[src/rtl/ctrl_pkg.sv]
// ctrl_pkg: shared constants for the 8-bit computer's control sequencer.
//   - bit positions of each control line within the 16-bit control word
//   - single-bit masks built from those positions
//   - opcode encodings of the instruction register's upper nibble
//   - the two fetch words common to every instruction
package ctrl_pkg;

  localparam int unsigned CTRL_W = 16;
  localparam int unsigned STEP_W = 3;

  // Control word bit positions, MSB first.
  localparam int unsigned B_HLT = 15;
  localparam int unsigned B_MI  = 14;
  localparam int unsigned B_RI  = 13;
  localparam int unsigned B_RO  = 12;
  localparam int unsigned B_IO  = 11;
  localparam int unsigned B_II  = 10;
  localparam int unsigned B_AI  = 9;
  localparam int unsigned B_AO  = 8;
  localparam int unsigned B_EO  = 7;
  localparam int unsigned B_SU  = 6;
  localparam int unsigned B_BI  = 5;
  localparam int unsigned B_OI  = 4;
  localparam int unsigned B_CE  = 3;
  localparam int unsigned B_CO  = 2;
  localparam int unsigned B_J   = 1;
  localparam int unsigned B_FI  = 0;

  localparam logic [CTRL_W-1:0] C_HLT = CTRL_W'(1) << B_HLT;
  localparam logic [CTRL_W-1:0] C_MI  = CTRL_W'(1) << B_MI;
  localparam logic [CTRL_W-1:0] C_RI  = CTRL_W'(1) << B_RI;
  localparam logic [CTRL_W-1:0] C_RO  = CTRL_W'(1) << B_RO;
  localparam logic [CTRL_W-1:0] C_IO  = CTRL_W'(1) << B_IO;
  localparam logic [CTRL_W-1:0] C_II  = CTRL_W'(1) << B_II;
  localparam logic [CTRL_W-1:0] C_AI  = CTRL_W'(1) << B_AI;
  localparam logic [CTRL_W-1:0] C_AO  = CTRL_W'(1) << B_AO;
  localparam logic [CTRL_W-1:0] C_EO  = CTRL_W'(1) << B_EO;
  localparam logic [CTRL_W-1:0] C_SU  = CTRL_W'(1) << B_SU;
  localparam logic [CTRL_W-1:0] C_BI  = CTRL_W'(1) << B_BI;
  localparam logic [CTRL_W-1:0] C_OI  = CTRL_W'(1) << B_OI;
  localparam logic [CTRL_W-1:0] C_CE  = CTRL_W'(1) << B_CE;
  localparam logic [CTRL_W-1:0] C_CO  = CTRL_W'(1) << B_CO;
  localparam logic [CTRL_W-1:0] C_J   = CTRL_W'(1) << B_J;
  localparam logic [CTRL_W-1:0] C_FI  = CTRL_W'(1) << B_FI;

  // Fetch: PC -> MAR, then RAM -> IR with PC increment.
  localparam logic [CTRL_W-1:0] FETCH0 = 16'h4004;
  localparam logic [CTRL_W-1:0] FETCH1 = 16'h1408;

  typedef enum logic [3:0] {
    OP_NOP = 4'h0,
    OP_LDA = 4'h1,
    OP_ADD = 4'h2,
    OP_SUB = 4'h3,
    OP_STA = 4'h4,
    OP_LDI = 4'h5,
    OP_JMP = 4'h6,
    OP_JC  = 4'h7,
    OP_JZ  = 4'h8,
    OP_OUT = 4'hE,
    OP_HLT = 4'hF
  } opcode_e;

endpackage

[src/rtl/microcode_rom.sv]
// microcode_rom: combinational microcode lookup.
//   opcode  in  4   instruction opcode (upper IR nibble)
//   step    in  3   T-state to decode (values above 4 decode to 0)
//   flag_c  in  1   carry flag, selects JC body
//   flag_z  in  1   zero flag, selects JZ body
//   word    out 16  control word for (opcode, step, flags)
module microcode_rom
  import ctrl_pkg::*;
(
  input  logic [3:0]        opcode,
  input  logic [STEP_W-1:0] step,
  input  logic              flag_c,
  input  logic              flag_z,
  output logic [CTRL_W-1:0] word
);

  always_comb begin
    word = '0;
    case (step)
      3'd0: word = FETCH0;
      3'd1: word = FETCH1;
      3'd2: begin
        case (opcode_e'(opcode))
          OP_LDA, OP_ADD, OP_SUB, OP_STA: word = C_IO | C_MI;
          OP_LDI: word = C_IO | C_AI;
          OP_JMP: word = C_IO | C_J;
          OP_JC:  word = flag_c ? (C_IO | C_J) : '0;
          OP_JZ:  word = flag_z ? (C_IO | C_J) : '0;
          OP_OUT: word = C_AO | C_OI;
          OP_HLT: word = C_HLT;
          default: word = '0;
        endcase
      end
      3'd3: begin
        case (opcode_e'(opcode))
          OP_LDA:         word = C_RO | C_AI;
          OP_ADD, OP_SUB: word = C_RO | C_BI;
          OP_STA:         word = C_AO | C_RI;
          default:        word = '0;
        endcase
      end
      3'd4: begin
        case (opcode_e'(opcode))
          OP_ADD:  word = C_EO | C_AI | C_FI;
          OP_SUB:  word = C_EO | C_AI | C_SU | C_FI;
          default: word = '0;
        endcase
      end
      default: word = '0;
    endcase
  end

endmodule

[src/rtl/control_sequencer.sv]
// control_sequencer: T-state counter plus microcode decode for the 8-bit
// computer. Produces the control word for every bus-facing module and a
// registered halt back to the clock module.
//   clk     in  1   gated system clock, rising-edge active
//   rst_n   in  1   synchronous active-low reset
//   opcode  in  4   upper nibble of the instruction register
//   flag_c  in  1   carry flag
//   flag_z  in  1   zero flag
//   ctrl    out 16  control word (0 while in reset)
//   step    out 3   current T-state
//   hlt     out 1   registered halt, sticky until reset
module control_sequencer
  import ctrl_pkg::*;
#(
  parameter int STEPS = 5
) (
  input  logic              clk,
  input  logic              rst_n,
  input  logic [3:0]        opcode,
  input  logic              flag_c,
  input  logic              flag_z,
  output logic [CTRL_W-1:0] ctrl,
  output logic [STEP_W-1:0] step,
  output logic              hlt
);

  localparam logic [STEP_W-1:0] STEP_LAST = STEP_W'(STEPS - 1);

  logic [STEP_W-1:0] step_inc;
  logic [CTRL_W-1:0] word_cur;
  logic [CTRL_W-1:0] word_nxt;
  logic              early_end;

  assign step_inc = step + STEP_W'(1);

  microcode_rom u_rom_cur (
    .opcode (opcode),
    .step   (step),
    .flag_c (flag_c),
    .flag_z (flag_z),
    .word   (word_cur)
  );

  // Looks one step ahead so a zero next word ends the instruction early.
  microcode_rom u_rom_nxt (
    .opcode (opcode),
    .step   (step_inc),
    .flag_c (flag_c),
    .flag_z (flag_z),
    .word   (word_nxt)
  );

  // Opcode is only valid once II has loaded the IR, so fetch steps never
  // end early regardless of what the look-ahead ROM reports.
  assign early_end = (step == STEP_LAST) || (word_nxt == '0);

  assign ctrl = rst_n ? word_cur : '0;

  // A HLT word freezes the step on the same edge that raises hlt, so the
  // halted machine keeps presenting the HLT word.
  always_ff @(posedge clk) begin
    if (!rst_n) begin
      step <= '0;
      hlt  <= 1'b0;
    end else if (!hlt) begin
      if (ctrl[B_HLT]) begin
        hlt <= 1'b1;
      end else if (step < STEP_W'(2)) begin
        step <= step_inc;
      end else if (early_end) begin
        step <= '0;
      end else begin
        step <= step_inc;
      end
    end
  end

endmodule

[config.mk]
export PLATFORM = sky130hd
export DESIGN_NAME = control_sequencer
export DESIGN_NICKNAME = d
export VERILOG_FILES = /design/src/rtl/ctrl_pkg.sv /design/src/rtl/microcode_rom.sv /design/src/rtl/control_sequencer.sv
export SDC_FILE = /design/constraint.sdc
export NUM_CORES = 1
export LEC_CHECK = 0
export ABC_AREA = 1
export ABC_CLOCK_PERIOD_IN_PS = 3150
export BUFFER_PORTS_ARGS = -buffer_cell sky130_fd_sc_hd__buf_2
export CORE_AREA = 2 2 39 41
export DETAILED_ROUTE_END_ITERATION = 16
export DIE_AREA = 0 0 41 43
export PLACE_DENSITY = 0.76
export SYNTH_ARGS = -nofsm -noshare
export SYNTH_HDL_FRONTEND = slang
export SYNTH_SLANG_ARGS = --single-unit
[constraint.sdc]
create_clock -name clk -period 3.15 [get_ports clk]
set_input_delay 0.315 -clock clk [delete_from_list [all_inputs] [get_ports clk]]
set_output_delay 0.315 -clock clk [all_outputs]
set_load 0.1 [all_outputs]
==> results.cfg <==
[die]
dieHeight_microns = 43
coreArea_sq_mm = 0.001384
dieArea_sq_mm = 0.001763
ios = 28
die_w_microns = 41
rows = 14
start_util = 0.4204

[clock_network]
clk-insertion-delay-late_ns = 0.23
cts_buffers = 3
htree_levels = 1
cts_resized = 0
root_buffer = clkbuf_4
clkTransAtPathRegs_ns = 0.03
cts_tree = done
hold_buffers = 0
clkSinkCount = 4
cts_max_path_buffers = 2
post_cts_buffers = 0

[sta]
tightestPinTransition_ns = 0.4884
maxSlewViolCount = 0
finalSetupViolations = 0
skew_ns = 0.003071
max_freq_mhz = 466.0
maxSlewHeadroom = 0.6767
rsz0062_at_grt = false
min_period_ns = 2.146
hold_viol = 0
fin_crit_sh = 0.6812

[global_route]
grt_pass1_vias = 620
grt_overflow_total = 0
grt_pass1_wl_mm = 2.456
grt_use_total = 0.1938
antenna_found_initial = 0
grt_max_degree = 10

[place]
portBuffers = 27
place_area_sq_um = 760.7
dpl.hpwl_mm = 1.279
dp_cells = 144
place_congestion = 0.8904

[hold_path]
hold_path_depth = 5
min_from = rst_n
hold_path_class = in -> reg
hold_end = step[1]$_SDFFE_PN0P_

[detailed_routing]
drtAntennaViolNets = 0
vias = 720
avgViaCountPerCell = 4.898
dr.pass1.iters = 4
drc = 0
drtIter0Drc = 22
drt-total-wl_mm = 1.478
routedWlPerCell_microns = 10.05

[power]
comb_power_share = 0.735
peakVddDrop_mv = 0.3573
p_sw_uw = 340.1
powerDensity_mw_per_mm2 = 660.8
power_uw = 517.6
p_seq_frac = 0.149
p_int_uw = 177.5
p_clk_frac = 0.116
p_sw_frac = 0.6571
p_leak_uw = 0.0004674

[critical_path]
rrSetupSlack_ns = 1.53
crit_required_ns = 2.83
worstPathMaxFanout = 6
critical_path_class = reg -> out
worstSetupEndpointType = output pin
r2r-start = step[0]$_SDFFE_PN0P_
critPathArrivalTime_ns = 1.83
r2r_end = step[2]$_SDFFE_PN0P_
start_kind = flop
ff2ff_path_depth = 10

[layout]
layout_commonest_cell = nand2_1
fin_area_sq_um = 783.3
stdcell_count = 147
num_antenna_cells = 0
layout_common_cells = nand2_1, buf_2, nor2_1
final_layout_size_suffix_gt1_frac = 0.3740
area_delta_synth_final_pct = 34.62
fillCellCount = 145
fin_nets = 148

[synth]
synth_cell_type_count = 19
synth_seq_area_share = 0.1376
synth_edf_count = 0
ys_warn_count = 0
syn_area_sq_um = 581.8
synthArstFlopShare = 0
synth.ff_latch_count = 4
synth_area_per_cell_sq_um = 5.649
synth_top_flop_cell = dfxtp_1
synth_cells = 103
syn-num-nets = 118

[outcome]
status = completed

[flow_run]
max_cap_viol_count = 0
-- cell type report --
class,count,area (sq um),share of cell area
Timing Repair Buffer,27,135.1,0.1725
Clock buffer,3,22.52,0.02875
Sequential cell,4,80.08,0.1022
Multi-Input combinational cell,81,465.4,0.5942
Tap cell,16,20.02,0.02556
Inverter,16,60.06,0.07668
-- per-layer routing --
layer | GRT usage | vias to the layer above | share of wire
met5 | 0 | - | 0
met4 | 0.06000 | 0 | 0
met3 | 0.01571 | 0 | 0.047
met2 | 0.3250 | 21 | 0.50
met1 | 0.2476 | 322 | 0.45
li1 | - | 377 | -
-- sequential cells by signal, indices dropped and copies added, names as in the netlist --
| name | cells |
|---|---|
| hlt | 1 |
| step | 3 |
-- synth_stat cells, types with 3 or more instances --
master   number  area [sq um]
nand2_1      32         120.1
nor2_1       17         63.81
inv_1        13         48.80
ha_1          7         87.58
nand3_1       6         30.03
dfxtp_1       4         80.08
nor2_2        4         25.02
inv_2         3         11.26
nand2_2       3         18.77
-- cells by family after synthesis --
family / synth area share
AOI/OAI and AO/OA: 0.06880
adders and majority gates: 0.1505
buffers and inverters: 0.1290
DFF: 0.1376
and+or+nand+nor: 0.5140
-- power groups by stage --
stage                     registers (uW)  logic, uW  clock network [uW]
after floorplan                      148        255                   0
after global placement              76.9        378                   0
after detailed placement            78.2        381                   0
after CTS                           77.4        382                64.0
after global routing                79.0        410                68.5
final                               77.0        380                60.2
-- worst max-delay path by stage --
stage	startpoint	cells after the start	end	slack [ns]
after floorplan	step[1]$_SDFFE_PN0P_	4	ctrl[13]	-0.07
after global placement	step[1]$_SDFFE_PN0P_	5	ctrl[8]	1.27
after detailed placement	step[1]$_SDFFE_PN0P_	5	ctrl[8]	1.23
after CTS	step[1]$_SDFFE_PN0P_	5	ctrl[8]	0.98
after global routing	step[0]$_SDFFE_PN0P_	5	ctrl[8]	0.90
final	step[1]$_SDFFE_PN0P_	5	ctrl[8]	1.00
-- critical path, stage by stage (launching register included) --
cell	delay (ns)
dfxtp_1	0.41
ha_1	0.24
ha_1	0.19
nand2_1	0.14
o22ai_2	0.19
buf_2	0.44
-- stage by stage --
step / utilization / setup WS [ns] / hold WS (ns) / TNS, ns
after floorplan: - / -0.06578 / 0.5664 / -0.1316
after global placement: 0.5497 / 1.269 / 0.5090 / 0
after detailed placement: 0.5497 / 1.229 / 0.5142 / 0
after CTS: 0.5660 / 0.9818 / 0.4986 / 0
after global routing: 0.5660 / 0.8972 / 0.5312 / 0
final: 0.5660 / 1.004 / 0.5032 / 0
Power figures use the tool's default switching activity.
